<file path="src/rtl/bcd_display_driver.sv">
// -----------------------------------------------------------------------------
// bcd_display_driver
//   Takes the 12-bit product magnitude and sign from the signed multiplier and
//   drives five seven-segment digits. The binary value is converted to BCD with
//   a sequential shift-add-3 (double dabble), one bit per clock. The displays
//   are registered, so they hold the previous result until a conversion ends.
//
// Parameters
//   BLANK_LEADING  : 1 = blank leading zero digits (HEX_0 always shown)
//   SEG_ACTIVE_LOW : 1 = segment lit when bit is 0; 0 = all HEX bits inverted
//
// Ports
//   clk          in   system clock, rising edge
//   rst          in   asynchronous active-high reset
//   load         in   start pulse, accepted only while idle
//   mag[11:0]    in   unsigned magnitude 0..4095
//   neg          in   sign of the result
//   busy         out  high while a conversion is in progress
//   done         out  one-cycle pulse when the displays update
//   HEX_0..HEX_3 out  decimal digits, units..thousands, {g,f,e,d,c,b,a}
//   HEX_4        out  minus sign digit
// -----------------------------------------------------------------------------
module bcd_display_driver #(
  parameter bit BLANK_LEADING  = 1'b1,
  parameter bit SEG_ACTIVE_LOW = 1'b1
) (
  input  logic        clk,
  input  logic        rst,
  input  logic        load,
  input  logic [11:0] mag,
  input  logic        neg,
  output logic        busy,
  output logic        done,
  output logic [6:0]  HEX_0,
  output logic [6:0]  HEX_1,
  output logic [6:0]  HEX_2,
  output logic [6:0]  HEX_3,
  output logic [6:0]  HEX_4
);

  typedef enum logic [1:0] {
    S_IDLE = 2'd0,
    S_CONV = 2'd1,
    S_SHOW = 2'd2
  } state_t;

  localparam logic [6:0] L_AL_BLANK = 7'b1111111;
  localparam logic [6:0] L_AL_ZERO  = 7'b1000000;
  localparam logic [6:0] L_AL_MINUS = 7'b0111111;
  localparam logic [6:0] L_BLANK = SEG_ACTIVE_LOW ? L_AL_BLANK : ~L_AL_BLANK;
  localparam logic [6:0] L_ZERO  = SEG_ACTIVE_LOW ? L_AL_ZERO  : ~L_AL_ZERO;

  // Active-low segment pattern for one decimal digit.
  function automatic logic [6:0] seg_decode(input logic [3:0] d);
    logic [6:0] s;
    case (d)
      4'd0:    s = 7'b1000000;
      4'd1:    s = 7'b1111001;
      4'd2:    s = 7'b0100100;
      4'd3:    s = 7'b0110000;
      4'd4:    s = 7'b0011001;
      4'd5:    s = 7'b0010010;
      4'd6:    s = 7'b0000010;
      4'd7:    s = 7'b1111000;
      4'd8:    s = 7'b0000000;
      4'd9:    s = 7'b0010000;
      default: s = 7'b1111111;
    endcase
    return s;
  endfunction

  // Apply output polarity to an active-low pattern.
  function automatic logic [6:0] seg_pol(input logic [6:0] s);
    return SEG_ACTIVE_LOW ? s : ~s;
  endfunction

  // Double-dabble correction: every nibble >= 5 gets +3 before the shift.
  function automatic logic [15:0] add3(input logic [15:0] b);
    logic [15:0] r;
    r = b;
    for (int i = 0; i < 4; i++) begin
      if (b[i*4 +: 4] >= 4'd5) r[i*4 +: 4] = b[i*4 +: 4] + 4'd3;
    end
    return r;
  endfunction

  state_t      r_state;
  state_t      w_state_nxt;
  logic        w_start;
  logic        w_iter;
  logic        w_show;

  logic [11:0] r_bin;
  logic [15:0] r_bcd;
  logic [3:0]  r_cnt;
  logic        r_neg;
  logic        r_done;
  logic [6:0]  r_hex0, r_hex1, r_hex2, r_hex3, r_hex4;

  logic [27:0] w_step;
  logic [3:0]  w_d0, w_d1, w_d2, w_d3;
  logic        w_blank1, w_blank2, w_blank3;
  logic        w_minus;

  // Next-state and control
  always_comb begin
    w_state_nxt = r_state;
    w_start     = 1'b0;
    w_iter      = 1'b0;
    w_show      = 1'b0;
    busy        = 1'b0;
    case (r_state)
      S_IDLE: begin
        if (load) begin
          w_start     = 1'b1;
          w_state_nxt = S_CONV;
        end
      end
      S_CONV: begin
        busy   = 1'b1;
        w_iter = 1'b1;
        if (r_cnt == 4'd11) w_state_nxt = S_SHOW;
      end
      S_SHOW: begin
        busy        = 1'b1;
        w_show      = 1'b1;
        w_state_nxt = S_IDLE;
      end
      default: w_state_nxt = S_IDLE;
    endcase
  end

  // One shift-add-3 iteration on the concatenated {bcd, bin} register.
  assign w_step = {add3(r_bcd), r_bin} << 1;

  // Display formatting from the finished BCD value
  assign w_d0 = r_bcd[3:0];
  assign w_d1 = r_bcd[7:4];
  assign w_d2 = r_bcd[11:8];
  assign w_d3 = r_bcd[15:12];
  assign w_blank3 = BLANK_LEADING && (w_d3 == 4'd0);
  assign w_blank2 = w_blank3 && (w_d2 == 4'd0);
  assign w_blank1 = w_blank2 && (w_d1 == 4'd0);
  // Negative zero shows no sign.
  assign w_minus  = r_neg && (r_bcd != 16'd0);

  always_ff @(posedge clk or posedge rst) begin
    if (rst) begin
      r_state <= S_IDLE;
      r_done  <= 1'b0;
      r_bin   <= '0;
      r_bcd   <= '0;
      r_cnt   <= '0;
      r_neg   <= 1'b0;
      r_hex0  <= L_ZERO;
      r_hex1  <= L_BLANK;
      r_hex2  <= L_BLANK;
      r_hex3  <= L_BLANK;
      r_hex4  <= L_BLANK;
    end else begin
      r_state <= w_state_nxt;
      r_done  <= w_show;
      if (w_start) begin
        r_bin <= mag;
        r_neg <= neg;
        r_bcd <= '0;
        r_cnt <= '0;
      end
      if (w_iter) begin
        {r_bcd, r_bin} <= w_step;
        r_cnt          <= r_cnt + 4'd1;
      end
      if (w_show) begin
        r_hex0 <= seg_pol(seg_decode(w_d0));
        r_hex1 <= w_blank1 ? L_BLANK : seg_pol(seg_decode(w_d1));
        r_hex2 <= w_blank2 ? L_BLANK : seg_pol(seg_decode(w_d2));
        r_hex3 <= w_blank3 ? L_BLANK : seg_pol(seg_decode(w_d3));
        r_hex4 <= w_minus ? seg_pol(L_AL_MINUS) : L_BLANK;
      end
    end
  end

  assign done  = r_done;
  assign HEX_0 = r_hex0;
  assign HEX_1 = r_hex1;
  assign HEX_2 = r_hex2;
  assign HEX_3 = r_hex3;
  assign HEX_4 = r_hex4;

endmodule
</file>
<file path="config.mk">
export PLATFORM = sky130hd
export DESIGN_NAME = bcd_display_driver
export DESIGN_NICKNAME = d
export VERILOG_FILES = /design/src/rtl/bcd_display_driver.sv
export SDC_FILE = /design/constraint.sdc
export NUM_CORES = 1
export LEC_CHECK = 0
export BUFFER_PORTS_ARGS = -buffer_cell sky130_fd_sc_hd__buf_4
export CORE_MARGIN = 2
export CORE_UTILIZATION = 62
export DETAILED_ROUTE_END_ITERATION = 10
export PLACE_DENSITY = 0.95
export RECOVER_POWER = 50
export SYNTH_ARGS = -nofsm -noshare
export SYNTH_HDL_FRONTEND = slang
export SYNTH_SLANG_ARGS = --single-unit
</file>
<file path="constraint.sdc">
create_clock -name clk -period 2.9 [get_ports clk]
set_input_delay 0.145 -clock clk [delete_from_list [all_inputs] [get_ports clk]]
set_output_delay 0.145 -clock clk [all_outputs]
set_load 0.005 [all_outputs]
</file>
## After elaboration in Yosys (flattened, before gate mapping)

Memories as Yosys holds them, arrays and structs flattened. A register that Yosys moved wholly into a read port is not among the register bits.
Index checks and enable logic that the tools add are counted.

- Memories: 4
- Bits in read-only memories: 448
- Input bits: 16
- Register bits after elaboration: 64

Memory list:

| name | depth | width | rd ports | clocked after memory_dff | wr ports | line | text |
|---|---|---|---|---|---|---|---|
| (name not given) | 16 | 7 | 1 | 1 | 0 | 56 | `case (d)` |
| (name not given) | 16 | 7 | 1 | 0 | 0 | 56 |  |
| (name not given) | 16 | 7 | 1 | 0 | 0 | 56 |  |
| (name not given) | 16 | 7 | 1 | 0 | 0 | 56 |  |

- Equal/unequal tests: 5
- Mux-type cells: 22
- $add $sub $neg: 5
- Reductions and logical operators: 11
- Order comparisons: 4

Operator list:

| kind | number |
|---|---|
| two-way mux 16 bit | 2 |
| two-way mux 7 bit | 4 |
| two-way mux 12 bit | 2 |
| two-way mux 4 bit | 5 |
| >= comparator 4 x 3 -> 1 bit, second input constant | 4 |
| nonzero test 16 bit | 1 |
| adder 4 x 2 -> 4 bit, second input constant | 3 |
| zero test 4 bit | 3 |
| two-way mux 1 bit | 5 |
| adder 4 x 1 -> 4 bit, second input constant | 1 |
| == test 4 bit, second input constant | 1 |
| two-way mux 2 bit | 2 |
| != test 2 bit, second input constant | 2 |
| case mux 2 bit (2 select lines) | 1 |
| adder 3 x 2 -> 3 bit, second input constant | 1 |
| logical AND 1 bit | 3 |
| two-way mux 3 bit | 1 |
| == test 2 x 1 -> 1 bit, second input constant | 1 |
| == test 2 bit, second input constant | 1 |
| zero test 2 bit | 1 |
| AND reduction 2 bit | 1 |
| nonzero test 2 bit | 1 |
| OR reduction 2 bit | 1 |

## Longest topological paths before layout

Gate-level depths: netlist (run 1).

- Word-level depth: 4
- Depth in mapped cells: 7

## Worst setup path after synthesis (run 1)

OpenSTA, ideal clock, no wires.

- Kind: register -> register
- From: register r_bcd[13]
- To: register r_hex1[4], in the netlist HEX_1[4]
- Path slack: 1.375 ns
- Period minus slack after synthesis: 1.525 ns
- Cell stages (with the launch flop): 7
- Arrival: 1.448 ns
- Path buffers: 0
- Required time: 2.823 ns
- Cell sequence: dfrtp_1 -> inv_1 -> ha_1 -> nand4bb_4 -> nor3_2 -> nand3_1 -> a31oi_1

- Longest elaborated chain between the ends: 4

Ends and longest elaborated chain:

| element | line | text |
|---|---|---|
| start, declared | 94 | `logic [15:0] r_bcd;` |
| start signal, assigned | 170 | `{r_bcd, r_bin} <= w_step;` |
| zero test 4 bit | 141 | `assign w_blank3 = BLANK_LEADING && (w_d3 == 4'd0);` |
| logical AND 1 bit | 142 | `assign w_blank2 = w_blank3 && (w_d2 == 4'd0);` |
| logical AND 1 bit | 143 | `assign w_blank1 = w_blank2 && (w_d1 == 4'd0);` |
| two-way mux 7 bit | 175 | `r_hex1 <= w_blank1 ? L_BLANK : seg_pol(seg_decode(w_d1));` |
| end signal, assigned | 175 |  |
| end, declared | 98 | `logic [6:0] r_hex0, r_hex1, r_hex2, r_hex3, r_hex4;` |

No other way between the ends.
A chain may end at the register's enable or synchronous reset.

==> results of run 1 <==
[cell families after synthesis]
family	count (synthesis)	share of synthesized area (%)
simple gates	103	13.2
xor+xnor	5	1.18
compound gates	115	19.6
other cells	1	0.101
mux	21	5.75
buf+inv	52	6.57
fa+ha+maj	26	8.80
flops	65	44.8
[layout make-up]
class                      count  area, um^2
clock buffer                  13         149
clock inverter                 3        40.0
fill                         430        1640
inverter                      23        86.3
multi-input combinational    276        1820
sequential                    65        1660
tap                           75        93.8
timing repair buffer          50         369
[registers in the layout, indices dropped and copies added (netlist names), 2 cells and up]
| signal | count |
|---|---|
| HEX_1 | 7 |
| r_cnt | 4 |
| r_bcd | 16 |
| HEX_3 | 7 |
| r_bin | 12 |
| r_state | 2 |
| HEX_0 | 7 |
| HEX_2 | 7 |
[worst paths after layout]
path | from | endpoint | cells after the start
min in group asynchronous | rst | r_state[0] | 3
max in group clk | r_state[0] | HEX_1[5] | 7
setup reg to reg | r_state[0] | HEX_1[5] | 7
hold reg to reg | HEX_3[5] | HEX_3[5] | 2
hold / removal | neg | r_neg | 2
setup / recovery | rst | r_cnt[2] | 4
[routing by layer]
layer  track usage, %  share of wire, %  up-vias
met2             43.5                50       82
met3             2.67               3.6       14
met1             32.7                44     1443
met4             11.4               1.8        0
li1                 -                 -     1403
met5                0                 0        -
[per-stage QoR]
step / cell area (um^2) / std cells / worst slack, ns / power, mW
final: 4210 / 505 / 0.765 / 4.62
after global placement: 4020 / 488 / 1.08 / 3.75
after global routing: 4210 / 505 / 0.430 / 4.98
after floorplan: 3720 / 393 / 1.17 / 3.25
after CTS: 4220 / 505 / 0.948 / 4.66
after detailed placement: 4020 / 488 / 0.994 / 3.88
[critical path, cell delays in order]
cell and delay, ns:
dlygate4sd3_1 0.53, clkbuf_4 0.13, inv_1 0.70, clkbuf_2 0.92
[cell usage in the layout, fill, tap and decap left out, types with 4 or more instances in the layout]
cell       n
mux2i_1   19
dfstp_1   11
dfstp_2   12
o21ai_1    9
inv_1     21
o22a_1     7
a21oi_1   31
nand2_1   44
nand3_1    6
a22o_1     7
clkbuf_1   4
o21ai_0   31
nor3_1     4
a31oi_1    7
conb_1     6
xnor2_1    5
dfrtp_1   42
o221ai_1   4
nand2b_1   9
clkbuf_8  10
clkbuf_4  20
ha_1      26
a21oi_2    4
nor2_1    26
buf_4     26
[power groups by stage]
stage | logic, mW | registers (mW) | clock network [mW]
5_1_grt | 2.35 | 1.84 | 0.790
3_3_place_gp | 1.98 | 1.77 | 0
2_1_floorplan | 1.61 | 1.64 | 0
6_report | 2.08 | 1.78 | 0.752
4_1_cts | 2.11 | 1.80 | 0.758
3_5_place_dp | 2.08 | 1.80 | 0
[repair_timing]
action	in CTS	in global routing
setup buffers	0	0
hold buffers	1	0
hold endpoints to repair	9	0
==> results.cfg, run 1 <==
[outcome]
status = finished, final reports clean

[setup_path]
cp_max_fo = 42
required_ns = 3.22
cp-start-kind = input port
worstSetupPathType = input port to asynchronous set/reset pin
worstPathArrival_ns = 2.45
r2r_slack_ns = 0.93
end_kind = asynchronous set/reset pin

[layout]
drive_gt1_share_pct = 20.0
nets = 467
area_delta_synth_final_pct = 13.9
n_antenna_cell = 0
post-route-util_pct = 72.0

[grt]
grt_max_degree = 54
grt_pass1_wl_um = 12800
grt_overflow = 0
grt_pass1_vias = 2769
antenna_found_initial = 0
grt_usage_pct = 25.4

[pwr]
p_switching_mw = 1.88
swShare_pct = 40.6
powerDensity_nw_per_um2 = 1100
p_int_mw = 2.74
p_seq_share_pct = 38.6
p_clk_share_pct = 16.3
combPwrFrac_pct = 45.1
power_leakage_nw = 1.95
max-vdd-ir-drop_mv = 0.691

[clock_network]
cts_tree = done
clock_sinks = 65
h-tree-depth = 3
clkLatencyLatePin_ns = 0.34
cts_max_path_buffers = 2
root_buffer = clkbuf_8
post_cts_resized = 0
cts_buffers = 9
clk_pin_slew_ns = 0.06

[synthesis]
ys_ff_latch = 65
synth_warnings = 0
synth_area_per_cell_um2 = 9.53
yosysMostFrequentCell = nand2_1
synth_area_leaders = dfrtp_1 28%, dfstp_2 16%, ha_1 8.8%, mux2i_1 5.1%, nand2_1 4.5%
syn_inst = 388
ys_seq_area_share_pct = 44.8
synth_area_um2 = 3700
synth.largest_area_cell = dfrtp_1
yosysUniqueCellTypes = 47
synth-edff-count = 0
async_reset_ff_share_pct = 100
yosys-top-cells-count = 44 x nand2_1, 42 x dfrtp_1, 31 x a21oi_1, 31 x o21ai_0
ys_dominant_reg_cell = dfrtp_1
synth_top_area_share_pct = 28.4

[timing]
period_share_pct = 73.6
slew_violations = 0
finalCriticalPeriod_ns = 2.13
final-setup-viol-count = 0
tightest_slew_ns = 1.05
hold_ws_ns = 0.0478
relSlewSlack_pct = 29.7
skew_ns = 0.00595
setup_tns_ns = 0
finalHoldViolations = 0
fmax_mhz = 468
rsz0062_at_grt = false

[floorplanning]
std_cell_rows = 28
chipWidth_um = 81.2
core_area_um2 = 5850
die_area_um2 = 6600
chipHeight_um = 81.2
num_io_pins = 53
initial_core_util_pct = 63.2

[routing]
drtAntennaViolNets = 0
drt-total-wl_um = 7730
drc = 0
routed_via_density = 5.83
drt_first_pass_iters = 5
drt_iter0_markers = 222
vias = 2942
wl_per_cell_um = 15.3

[placement]
hpwl_um = 5290
numPortBuffers = 46
gp_congestion = 0.851

[job]
cap_violations = 0

[hold_path]
min_path_type = input port to flip-flop
(Power assumes the default switching activity.)
==> run 2, diff against run 1 <==
ABC_AREA = 1   (was default)
CORE_UTILIZATION = 57   (was 62)
PLACE_DENSITY = 0.9   (was 0.95)
clock period = 2.25 ns   (was 2.9 ns; I/O delays follow)
==> results.cfg, run 2 <==
[outcome]
status = finished, final reports clean

[synthesis]
yosysMostFrequentCell = nand2_1
synth.largest_area_cell = dfrtp_1
syn_inst = 473
synth_area_leaders = dfrtp_1 28%, dfstp_2 16%, nand2_1 13%, ha_1 8.8%, nand3_1 5.5%
ys_dominant_reg_cell = dfrtp_1
ys_ff_latch = 65
ys_seq_area_share_pct = 44.6
synth_warnings = 0
synth_area_per_cell_um2 = 7.84
async_reset_ff_share_pct = 100
synth-edff-count = 0
synth_area_um2 = 3710
yosysUniqueCellTypes = 29
synth_top_area_share_pct = 28.3
yosys-top-cells-count = 126 x nand2_1, 54 x nor2_1, 43 x inv_1

[clock_network]
h-tree-depth = 3
root_buffer = clkbuf_8
cts_tree = done
clk_pin_slew_ns = 0.07
clkLatencyLatePin_ns = 0.35
cts_setup_buffers = 0
clock_sinks = 65
cts_buffers = 9
cts_max_path_buffers = 2

[grt]
grt_pass1_wl_um = 14000
grt_max_degree = 38
grt_overflow = 0
grt_pass1_vias = 3039
grt_usage_pct = 24.3
antenna_found_initial = 0

[hold_path]
min_path_type = input port to flip-flop
min_from = mag[0]
holdPathEnd = r_bin[0]
holdPathStages = 3

[setup_path]
r2r_slack_ns = 0.35
rr_startpoint = r_state[1]
cp_max_fo = 26
cp-start-kind = flip-flop
crit_chain = inv_1, ha_1, buf_4, inv_1, nand2_1, a21oi_1, a21oi_1
required_ns = 2.48
end_kind = flip-flop
slowest_stage = inv_1
worstSetupPathType = flip-flop to flip-flop
critPathMaxStageDelay_ns = 0.46
rr_endpoint = r_cnt[2]
rr_worst_depth = 7
worstPathArrival_ns = 2.14

[routing]
drt_iter0_markers = 330
drc = 0
routed_via_density = 5.41
drtAntennaViolNets = 0
drt_first_pass_iters = 5
vias = 3246
wl_per_cell_um = 13.7
drt-total-wl_um = 8240

[pwr]
power_leakage_nw = 2.16
powerDensity_nw_per_um2 = 1490
max-vdd-ir-drop_mv = 0.819
power_mw = 6.31

[floorplanning]
initial_core_util_pct = 58.8
core_area_um2 = 6310
num_io_pins = 53
chipWidth_um = 84.7
chipHeight_um = 84.7
die_area_um2 = 7170
std_cell_rows = 29

[timing]
slew_violations = 0
fmax_mhz = 525
finalHoldViolations = 0
skew_ns = 0.00717
rsz0062_at_grt = false
relSlewSlack_pct = 44.4
period_share_pct = 84.6
final-setup-viol-count = 0
tightest_slew_ns = 0.833
fin_ws_ns = 0.346
finalCriticalPeriod_ns = 1.90
setup_tns_ns = 0

[layout]
area_delta_synth_final_pct = 14.4
layout_commonest_cell = nand2_1
top_register = r_bcd
postLayoutCellArea_um2 = 4240
num-fill-cells = 546
reg_top3 = r_bcd x16, r_bin x12
final_cell_mix = 126 x nand2_1, 54 x nor2_1, 43 x inv_1
multi_input_area_um2 = 1770
nets = 560
largest_reg_flops = 16
n_antenna_cell = 0
post-route-util_pct = 67.2
drive_gt1_share_pct = 15.5
seq_area_um2 = 1660

[placement]
gp_congestion = 0.887
numPortBuffers = 46
dp_slack_ns = 0.110
hpwl_um = 5640
post_dp_cell_area_um2 = 4070

[job]
cap_violations = 0
[run 2: final cells by class]
cell class / instances / share of cell area [%]
multi-input cells: 344 / 41.8
flip-flops and latches: 65 / 39.0
repair buffers: 53 / 9.38
inverters: 45 / 3.98
clock buffers: 15 / 3.45
well taps: 77 / 2.27
clock inverters: 1 / 0.118
[run 2: repair_timing]
item	CTS	global route
setup endpoints to repair	0	7
endpoints found under the hold margin	20	0
resized for setup	0	1
hold buffers	2	0
[run 2: kinds of logic (layout without fill, tap and decap cells)]
logic type,after synthesis,in the layout,synth area share (%)
AND/OR/NAND/NOR,241,241,27.4
buffers and inverters,69,114,8.23
flip-flops,65,65,44.6
AO/OA/AOI/OAI,71,71,10.9
adder cells (fa/ha/maj),26,26,8.77
other,1,6,0.101
[run 2: layer usage]
layer  up-vias  share of wire, %  track usage [%]
met4         0               1.7             11.8
met3        15               5.6             4.72
li1       1616                 -                -
met2       118                47             38.1
met5         -                 0                0
met1      1497                46             32.4
[run 2: power breakdown]
group / leakage, nW / internal (mW) / switching [mW]
combinational: 1.32 / 1.26 / 1.91
clock: 0.0757 / 0.402 / 0.438
sequential: 0.767 / 1.80 / 0.493
[run 2: how the worst max path moves through the flow]
stage / from / endpoint / slack, ns
2_1_floorplan: rst / HEX_0[0] / 0.55
3_3_place_gp: r_state[0] / r_bin[6] / 0.26
3_5_place_dp: r_state[1] / r_bin[2] / 0.11
4_1_cts: r_state[1] / r_bin[2] / 0.08
5_1_grt: r_state[1] / r_cnt[2] / 0.19
6_report: r_state[1] / r_cnt[2] / 0.35
[run 2: worst max-delay path, delay by kind of cell, from the launching register on]
kind	cells	cell delay, ns
flip-flops	1	0.38
AND/OR/NAND/NOR	1	0.16
adder cells (fa/ha/maj)	1	0.23
buffers and inverters	3	0.78
AO/OA/AOI/OAI	2	0.23
[run 2: metrics by stage]
step                hold WS (ns)  cells
floorplan                  0.222    478
detailed placement         0.156    582
global placement           0.148    582
CTS                       0.0117    600
global route              0.0230    600
finish                    0.0177    600
